--- src/rtl/instruction_fetch_unit_pkg.sv ---
// Shared types and constants for the instruction fetch front-end.
package instruction_fetch_unit_pkg;

   typedef struct packed {
      logic [31:0] pc;
      logic [31:0] instr;
   } fetch_packet_t;

   localparam int unsigned FETCH_STEP = 32'd4;

endpackage

--- src/rtl/instruction_fetch_unit_checker.sv ---
// Invariant checks for the fetch front-end: credit bounds, drop bound, legal responses, stable requests.
module instruction_fetch_unit_checker #(
   parameter int XLEN            = 32,
   parameter int FB_DEPTH        = 4,
   parameter int MAX_OUTSTANDING = 2
) (
   input logic                                 clk_i,
   input logic                                 rst_ni,
   input logic                                 mem_read_i,
   input logic                                 mem_gnt_i,
   input logic                                 mem_resp_i,
   input logic [XLEN-1:0]                      mem_address_i,
   input logic [$clog2(FB_DEPTH+1)-1:0]        count_i,
   input logic [$clog2(MAX_OUTSTANDING+1)-1:0] outst_i,
   input logic [$clog2(MAX_OUTSTANDING+1)-1:0] drop_i
);

   count_bound_a: assert property (@(posedge clk_i) disable iff (!rst_ni)
      32'(count_i) <= 32'(FB_DEPTH));

   outst_bound_a: assert property (@(posedge clk_i) disable iff (!rst_ni)
      32'(outst_i) <= 32'(MAX_OUTSTANDING));

   drop_bound_a: assert property (@(posedge clk_i) disable iff (!rst_ni)
      drop_i <= outst_i);

   resp_legal_a: assert property (@(posedge clk_i) disable iff (!rst_ni)
      mem_resp_i |-> (outst_i != '0));

   addr_stable_a: assert property (@(posedge clk_i) disable iff (!rst_ni)
      (mem_read_i && !mem_gnt_i) |=> $stable(mem_address_i));

endmodule

--- src/rtl/instruction_fetch_unit_fetch_buffer.sv ---
// Circular FIFO holding fetched {pc, instr} packets; any depth >= 1, synchronous flush.
module instruction_fetch_unit_fetch_buffer
   import instruction_fetch_unit_pkg::*;
#(
   parameter int WIDTH = $bits(fetch_packet_t),
   parameter int DEPTH = 4
) (
   input  logic                       clk,
   input  logic                       rst_n,
   input  logic                       clear_i,
   input  logic                       push_i,
   input  logic [WIDTH-1:0]           data_i,
   input  logic                       pop_i,
   output logic [WIDTH-1:0]           data_o,
   output logic                       valid_o,
   output logic [$clog2(DEPTH+1)-1:0] count_o
);

   localparam int PW = (DEPTH > 1) ? $clog2(DEPTH) : 1;
   localparam int CW = $clog2(DEPTH + 1);

   logic [WIDTH-1:0] mem_q [DEPTH];
   logic [PW-1:0]    head_q, head_d, tail_q, tail_d;
   logic [CW-1:0]    count_q, count_d;
   logic             do_push_s, do_pop_s;

   function automatic logic [PW-1:0] ptr_inc(input logic [PW-1:0] p);
      if (p == PW'(DEPTH - 1)) return PW'(0);
      else                     return p + PW'(1);
   endfunction

   // Pointer and occupancy update; a flush overrides push and pop.
   always_comb begin
      head_d    = head_q;
      tail_d    = tail_q;
      count_d   = count_q;
      do_pop_s  = pop_i && (count_q != CW'(0));
      do_push_s = push_i && ((count_q != CW'(DEPTH)) || do_pop_s);
      if (clear_i) begin
         head_d    = PW'(0);
         tail_d    = PW'(0);
         count_d   = CW'(0);
         do_pop_s  = 1'b0;
         do_push_s = 1'b0;
      end else begin
         if (do_push_s) tail_d = ptr_inc(tail_q);
         else           tail_d = tail_q;
         if (do_pop_s)  head_d = ptr_inc(head_q);
         else           head_d = head_q;
         count_d = count_q + CW'(do_push_s) - CW'(do_pop_s);
      end
   end

   // Pointer/occupancy registers.
   always_ff @(posedge clk or negedge rst_n) begin
      if (!rst_n) begin
         head_q  <= PW'(0);
         tail_q  <= PW'(0);
         count_q <= CW'(0);
      end else begin
         head_q  <= head_d;
         tail_q  <= tail_d;
         count_q <= count_d;
      end
   end

   // Storage; cleared on reset so the head reads as zero while empty.
   always_ff @(posedge clk or negedge rst_n) begin
      if (!rst_n) begin
         for (int i = 0; i < DEPTH; i++) mem_q[i] <= WIDTH'(0);
      end else if (do_push_s) begin
         mem_q[tail_q] <= data_i;
      end
   end

   assign data_o  = mem_q[head_q];
   assign valid_o = (count_q != CW'(0));
   assign count_o = count_q;

endmodule

--- src/rtl/instruction_fetch_unit.sv ---
// Pipelined, redirectable fetch front-end: several in-order reads in flight,
// responses buffered with their PC, stale responses dropped after a redirect.
module instruction_fetch_unit
   import instruction_fetch_unit_pkg::*;
#(
   parameter int              XLEN            = 32,
   parameter int              FB_DEPTH        = 4,
   parameter int              MAX_OUTSTANDING = 2,
   parameter logic [XLEN-1:0] RESET_PC        = XLEN'(32'h0000_0060)
) (
   input  logic            clk,
   input  logic            rst,
   input  logic            load_branch_i,
   input  logic [XLEN-1:0] branch_pc_i,
   output logic            mem_read_o,
   output logic [XLEN-1:0] mem_address_o,
   input  logic            mem_gnt_i,
   input  logic            mem_resp_i,
   input  logic [XLEN-1:0] mem_rdata_i,
   output logic            instr_vld_o,
   input  logic            instr_rdy_i,
   output logic [XLEN-1:0] instr_o,
   output logic [XLEN-1:0] instr_pc_o
);

   localparam int              OW   = $clog2(MAX_OUTSTANDING + 1);
   localparam int              CW   = $clog2(FB_DEPTH + 1);
   localparam logic [XLEN-1:0] STEP = XLEN'(FETCH_STEP);

   logic [XLEN-1:0]   fetch_pc_q, fetch_pc_d, resp_pc_q, resp_pc_d, target_s;
   logic [OW-1:0]     outst_q, outst_d, drop_q, drop_d;
   logic [CW-1:0]     count_s;
   logic              grant_s, resp_s, push_s, pop_s;
   logic [2*XLEN-1:0] head_s;

   assign target_s = {branch_pc_i[XLEN-1:2], 2'b00};

   // Every in-flight read owns a buffer slot, so a granted read can always be stored.
   assign mem_read_o    = rst && !load_branch_i
                          && (outst_q < OW'(MAX_OUTSTANDING))
                          && ((32'(count_s) + 32'(outst_q)) < 32'(FB_DEPTH));
   assign mem_address_o = fetch_pc_q;
   assign grant_s       = mem_read_o && mem_gnt_i;
   assign resp_s        = mem_resp_i && (outst_q != OW'(0));
   assign pop_s         = instr_vld_o && instr_rdy_i;

   // Next-state for PCs and the outstanding/drop counters; redirect wins over everything.
   always_comb begin
      fetch_pc_d = fetch_pc_q;
      resp_pc_d  = resp_pc_q;
      drop_d     = drop_q;
      push_s     = 1'b0;
      outst_d    = outst_q + OW'(grant_s) - OW'(resp_s);
      if (load_branch_i) begin
         fetch_pc_d = target_s;
         resp_pc_d  = target_s;
         drop_d     = outst_d;
      end else begin
         if (grant_s) fetch_pc_d = fetch_pc_q + STEP;
         else         fetch_pc_d = fetch_pc_q;
         if (resp_s && (drop_q != OW'(0))) begin
            drop_d = drop_q - OW'(1);
         end else if (resp_s) begin
            push_s    = 1'b1;
            resp_pc_d = resp_pc_q + STEP;
         end else begin
            push_s = 1'b0;
         end
      end
   end

   // Fetch-side state registers.
   always_ff @(posedge clk or negedge rst) begin
      if (!rst) begin
         fetch_pc_q <= RESET_PC;
         resp_pc_q  <= RESET_PC;
         outst_q    <= OW'(0);
         drop_q     <= OW'(0);
      end else begin
         fetch_pc_q <= fetch_pc_d;
         resp_pc_q  <= resp_pc_d;
         outst_q    <= outst_d;
         drop_q     <= drop_d;
      end
   end

   instruction_fetch_unit_fetch_buffer #(
      .WIDTH (2 * XLEN),
      .DEPTH (FB_DEPTH)
   ) u_fetch_buffer (
      .clk     (clk),
      .rst_n   (rst),
      .clear_i (load_branch_i),
      .push_i  (push_s),
      .data_i  ({resp_pc_q, mem_rdata_i}),
      .pop_i   (pop_s),
      .data_o  (head_s),
      .valid_o (instr_vld_o),
      .count_o (count_s)
   );

   assign instr_pc_o = head_s[2*XLEN-1:XLEN];
   assign instr_o    = head_s[XLEN-1:0];

   instruction_fetch_unit_checker #(
      .XLEN            (XLEN),
      .FB_DEPTH        (FB_DEPTH),
      .MAX_OUTSTANDING (MAX_OUTSTANDING)
   ) u_checker (
      .clk_i         (clk),
      .rst_ni        (rst),
      .mem_read_i    (mem_read_o),
      .mem_gnt_i     (mem_gnt_i),
      .mem_resp_i    (mem_resp_i),
      .mem_address_i (mem_address_o),
      .count_i       (count_s),
      .outst_i       (outst_q),
      .drop_i        (drop_q)
   );

endmodule

--- config.mk ---
export PLATFORM = sky130hd
export DESIGN_NAME = instruction_fetch_unit
export DESIGN_NICKNAME = d
export VERILOG_FILES = /design/src/rtl/instruction_fetch_unit_pkg.sv /design/src/rtl/instruction_fetch_unit_checker.sv /design/src/rtl/instruction_fetch_unit_fetch_buffer.sv /design/src/rtl/instruction_fetch_unit.sv
export SDC_FILE = /design/constraint.sdc
export NUM_CORES = 1
export LEC_CHECK = 0
export ABC_AREA = 1
export CAP_MARGIN = 15
export CORE_ASPECT_RATIO = 1.4
export CORE_MARGIN = 2
export CORE_UTILIZATION = 32
export DETAILED_ROUTE_END_ITERATION = 16
export SLEW_MARGIN = 30
export SYNTH_ARGS = -nofsm -noshare
export SYNTH_HDL_FRONTEND = slang
export SYNTH_HIERARCHICAL = 1
export SYNTH_SLANG_ARGS = --single-unit
--- constraint.sdc ---
create_clock -name clk -period 3.55 [get_ports clk]
set_input_delay 0.71 -clock clk [delete_from_list [all_inputs] [get_ports clk]]
set_output_delay 0.71 -clock clk [all_outputs]
set_load 0.02 [all_outputs]
# After elaboration in Yosys (flattened, before gate mapping)
# Index checks and enable logic that the tools add are counted.
[totals]
regBits = 331
inputBits = 70
out_inout_bits = 98
word_cells = 77
[classes]
addsub = 10
n_lt_le_gt_ge = 5
n_eq_ne = 4
mux = 24
bitwise = 2
n_reduce_logical = 21
[ops]
columns = ["op", "count"]
rows = [
  ["$bwmux 256", 1],
  ["$mux 64", 3],
  ["$mux 32", 5],
  ["$bmux 64 s2", 1],
  ["$demux 64 s2", 1],
  ["$add 32x3->32 const B", 2],
  ["$mux 2", 8],
  ["$reduce_bool 2->1", 7],
  ["$logic_and 1x1->1", 10],
  ["$ge 3x3->1 const B", 2],
  ["$not 2->3", 2],
  ["$add 2x1->2 const B", 2],
  ["$add 3x2->4", 1],
  ["$eq 2x2->1 const B", 2],
  ["$lt 4x3->1 const B", 1],
  ["$mux 1", 4],
  ["$add 3x1->3", 1],
  ["$lt 3x1->1 const B", 1],
  ["$mux 3", 1],
  ["$ne 3x3->1 const B", 1],
  ["$reduce_bool 3->1", 1],
  ["$sub 3x1->3", 1],
  ["$add 2x1->2", 1],
  ["$lt 2x2->1 const B", 1],
  ["6 further kinds", 6],
]

# Longest topological paths before layout
[depth]
depth_word = 9
depth_mapped = 14
mapped_depth_nobuf = 13

# Cells and area by module
# Netlist, hierarchy kept.
[modules_own_cells]
columns = ["module", "n_inst", "cells_per_inst", "area_each_um2", "seq_area_each_um2"]
rows = [
  ["instruction_fetch_unit_fetch_buffer", 1, 1553, 12628.4, 6581.3],
  ["instruction_fetch_unit", 1, 710, 4528.1, 1606.5],
]

# Least setup slack after synthesis
# OpenSTA, ideal clock, no wires.
[synth_path]
kind = "input to register"
start = "input load_branch_i"
end = "register u_fetch_buffer.count_q[2], in the netlist u_fetch_buffer/count_o[2]"
setup_ns = 0.119
t_arrival_ns = 2.776
slack_ns = 0.655
path_stages = 14
n_path_buf = 4
cell_sequence = "buf_6 inv_2 nand3_1 inv_1 buf_2 buf_2 inv_2 a21oi_4 clkbuf_1 ha_1 inv_1 fa_1 xor2_1 nor2_1"
[synth_via]
elab_chain_cells = 5
[synth_rtl]
columns = ["element", "line", "rtl"]
rows = [
  ["start: declaration", "instruction_fetch_unit.sv:13", "input logic load_branch_i,"],
  ["$mux 1", "instruction_fetch_unit.sv:54", "if (load_branch_i) begin"],
  ["via push_s", "instruction_fetch_unit.sv:33", "logic grant_s, resp_s, push_s, pop_s;"],
  ["$logic_and 1x1->1", "instruction_fetch_unit_fetch_buffer.sv:38", "do_push_s = push_i && ((count_q != CW'(DEPTH)) || do_pop_s);"],
  ["$add 3x1->3", "instruction_fetch_unit_fetch_buffer.sv:50", "count_d = count_q + CW'(do_push_s) - CW'(do_pop_s);"],
  ["$sub 3x1->3", "instruction_fetch_unit_fetch_buffer.sv:50", ""],
  ["$mux 3", "instruction_fetch_unit_fetch_buffer.sv:39", "if (clear_i) begin"],
  ["via u_fetch_buffer.count_d[2]", "instruction_fetch_unit_fetch_buffer.sv:24", "logic [CW-1:0] count_q, count_d;"],
  ["end signal: assignment", "instruction_fetch_unit_fetch_buffer.sv:63", "count_q <= count_d;"],
  ["end: declaration", "instruction_fetch_unit_fetch_buffer.sv:24", ""],
]
# The timed path passes the listed nets, and every way through them passes these cells.
# A chain may end at the register's enable or synchronous reset.

# Worst setup path after layout
[layout_path]
start = "register u_fetch_buffer.head_q[0]"
end = "output instr_pc_o[27]"
[layout_via]
elab_chain_cells = 4
[layout_rtl]
columns = ["element", "line", "rtl"]
rows = [
  ["start: declaration", "instruction_fetch_unit_fetch_buffer.sv:23", "logic [PW-1:0] head_q, head_d, tail_q, tail_d;"],
  ["start signal: assignment", "instruction_fetch_unit_fetch_buffer.sv:57", "head_q <= PW'(0);"],
  ["start signal: assignment", "instruction_fetch_unit_fetch_buffer.sv:61", "head_q <= head_d;"],
  ["$not 2->3 (implied by the code)", "instruction_fetch_unit_fetch_buffer.sv:76", "assign data_o = mem_q[head_q];"],
  ["$bmux 64 s2", "instruction_fetch_unit_fetch_buffer.sv:76", ""],
  ["$mux 64 (implied by the code) (2 in series)", "instruction_fetch_unit_fetch_buffer.sv:76", ""],
  ["end: declaration", "instruction_fetch_unit.sv:23", "output logic [XLEN-1:0] instr_pc_o"],
]
# Every way passes these cells. The select of a mux whose other input is x is not followed.

==> metrics <==
largest net degree at the start of global routing 187; Leakage Power 10.1 nW; largest area contributor in the netlist dfrtp_1; Die H 278 µm; worst reg2reg path endpoint drop_q[1]; Mapped Area 0.0172 mm²; critical path peak fanout 131; crit path DAT 2690 ps; CTS tree built; Max-cap violations 0; R2R Path Start outst_q[1]; GR Util met1 0.268; total number of vias 16.4k; initial antenna violation count 0; grt met3 use 0.0257; register area share after synthesis 0.477; Max Slew Vio Count 0; final WL 56.8 mm; net switching power 4.86 mW; Synth Instances 2263; Yosys reg bits 327; Worst path max stage delay 690 ps; Via density 5.32; Detailed Route Iter0 Violations 1402; worst r2r path cells 12; status complete, no violations; Synth area leaders dfrtp_1, nand2_1, nand4_1, nor2_1, o21ai_0; ANT cells 0; Comb power frac 0.320; Reg clk slew, reported paths 60 ps; Internal Power 8.60 mW; Synth top area share 0.471; met2 usage 0.345; cells along the critical path buf_16 > o21ai_0 > o22ai_1 > clkdlybuf4s50_1; Rows 100; Flop pwr share 0.378; clock sinks 327; dpl cell area 0.0194 mm²; Routed Antenna Nets 0; P&R area growth vs syn 20.9%; Fin Setup TNS 0 ps; flop-to-flop setup slack 760 ps; Cell Pwr Density 649 mW/mm²; worst slew pin tran 996 ps; clock tree buffer depth 3; hold-critical path depth 2; post-place setup slack 325 ps; die area 0.0555 mm²; crit start category flop; Hold Crit Class flop to flop; Ys Warns 6; CTS Buf Count 37; Initial Utilization 0.323; worst hold margin 473 ps; Fillers 5594; Final Worst Setup Slack 145 ps; Clock Power Share 0.303; Post-synth EDFFs 0; Worst Hold Path EP u_fetch_buffer/mem_q[84]; Period Utilization, post-route 0.959; GRT overflow 0; GPL Wtd Cong 0.871; Max Clock Freq 294 MHz; critical path class flop to primary output; worst rel slew slack 0.336; Worst EP required 2840 ps; Worst setup EP type primary output; DRC violations left 0; CTS Root Buffer Type clkbuf_16; core area 0.0531 mm²; GRT Total Usage 0.203; post-DP HPWL 33.1 mm; nets@finish 2426; port bufs 163; # IOs 168; Final Hold Viols 0; Syn Area/Cell 7.58 µm²; Clock Skew 16.3 ps; family with the most delay on the worst path buffers and inverters; HP Start u_fetch_buffer/mem_q[84]; Crit-path slowest cell clkdlybuf4s50_1; Sw Share 0.361; clk_lat worst skew 540 ps; CP Buf/Inv Count 2; RSZ-0062 raised after global routing false; Primary FF master, synth dfrtp_1; Die Span X 200 µm; post-route cell area 0.0207 mm²; postcts setup bufs 0; VDD IR max 0.268 mV; first-pass GRT wire length 89.8 mm; H-Tree Depth 2; final worst path period need 3400 ps; asr flop ratio synth 1.00; layer with the highest usage met2; drt pass-1 iters 5; drt wl/cell 18.4 µm; Unique masters post-synth 37; final setup vio count 0; share of cells above drive strength 1 0.0553; vias in the first global route 16.1k
## power groups by stage
stage | logic (mW) | registers (mW) | clock network [mW]
after floorplan | 2.47 | 4.99 | 0
after global placement | 4.25 | 5.11 | 0
after detailed placement | 4.32 | 5.13 | 0
after CTS | 4.34 | 5.07 | 4.16
after global routing | 4.74 | 5.18 | 4.29
final | 4.30 | 5.08 | 4.07
## layer usage
| layer | wire length, µm | vias up |
|---|---|---|
| met3 | 3200 | 88 |
| met4 | 1370 | 0 |
| met1 | 24100 | 8018 |
| met5 | 0 | - |
| li1 | - | 7728 |
| met2 | 28200 | 562 |
## Yosys cell counts, types with 13 or more instances
cell and number:
nor2_1 218, dfrtp_1 323, nand4_1 261, o22ai_1 64, clkbuf_1 68, nand3_1 87, ha_1 13, buf_2 86
nand2_1 821, o211ai_1 13, o21ai_0 141, inv_1 76
## kinds of logic after synthesis
group	synth area share
adders and majority gates	0.0106
and+or+nand+nor	0.362
xor gates and xnor gates	0.0107
buffers and inverters	0.0629
AOI/OAI and AO/OA	0.0760
other	0.000219
DFF	0.477
## per-stage QoR
| stage | utilization | power (mW) | std cells |
|---|---|---|---|
| 6_report | 0.391 | 13.5 | 3084 |
| 5_1_grt | 0.391 | 14.2 | 3084 |
| 4_1_cts | 0.390 | 13.6 | 3083 |
| 3_5_place_dp | 0.366 | 9.45 | 3015 |
| 3_3_place_gp | 0.366 | 9.36 | 3015 |
| 2_1_floorplan | - | 7.46 | 2272 |
## registers in the layout, summed over array words and instances, names as in the netlist
name,count
drop_q,2
mem_address_o,30
outst_q,2
resp_pc_q,30
u_fetch_buffer/count_o,3
u_fetch_buffer/head_q,2
u_fetch_buffer/mem_q,256
u_fetch_buffer/tail_q,2
## worst max-delay path by stage
stage                                  start                        end  cells past startpoint
floorplan                      load_branch_i  u_fetch_buffer/count_o[2]                     14
detailed placement                mem_resp_i   u_fetch_buffer/tail_q[0]                     10
finish              u_fetch_buffer/head_q[0]             instr_pc_o[27]                      4
global route        u_fetch_buffer/head_q[0]             instr_pc_o[20]                      4
global placement                  mem_resp_i   u_fetch_buffer/tail_q[1]                     10
CTS                 u_fetch_buffer/head_q[0]              instr_pc_o[4]                      5
## layout by cell type, fill, tap and decap left out, types with 3 or more instances in the layout
cell type,instances
buf_4,20
o211ai_1,13
clkbuf_8,7
dfrtp_1,321
nand3_1,87
xnor2_1,10
clkbuf_16,39
conb_1,10
nand2_1,821
clkbuf_1,8
bufinv_16,4
a21oi_1,5
nor2_2,9
ha_1,9
ha_2,4
and2_1,3
o21bai_1,4
clkdlybuf4s50_1,161
xor2_1,11
nand4_1,261
dfstp_2,4
nor2_1,218
o22ai_1,64
o21ai_0,141
nand2_2,4
clkinv_2,5
inv_6,4
inv_1,75
nand4_4,4
nand3b_1,7
buf_12,12
## layout make-up
type,count,area (µm²),area share
timing repair buffer,199,2100,0.101
inverter,81,310,0.0150
clock buffer,54,1100,0.0531
multi-input combinational,1696,7970,0.384
clock inverter,13,181,0.00874
sequential,327,8190,0.395
tap,714,893,0.0431
## tightest hold or removal path, stage by stage (launching register included)
cell     delay (ps)
dfrtp_1         340
nand2_1          50
nand2_1          50
## what timing repair did
action	4_1_cts	5_1_grt
endpoints found under the hold margin	9	0
gates resized for setup	0	2
endpoints found under the setup margin	0	3
hold buffers	1	0
(Power assumes the default switching activity.)
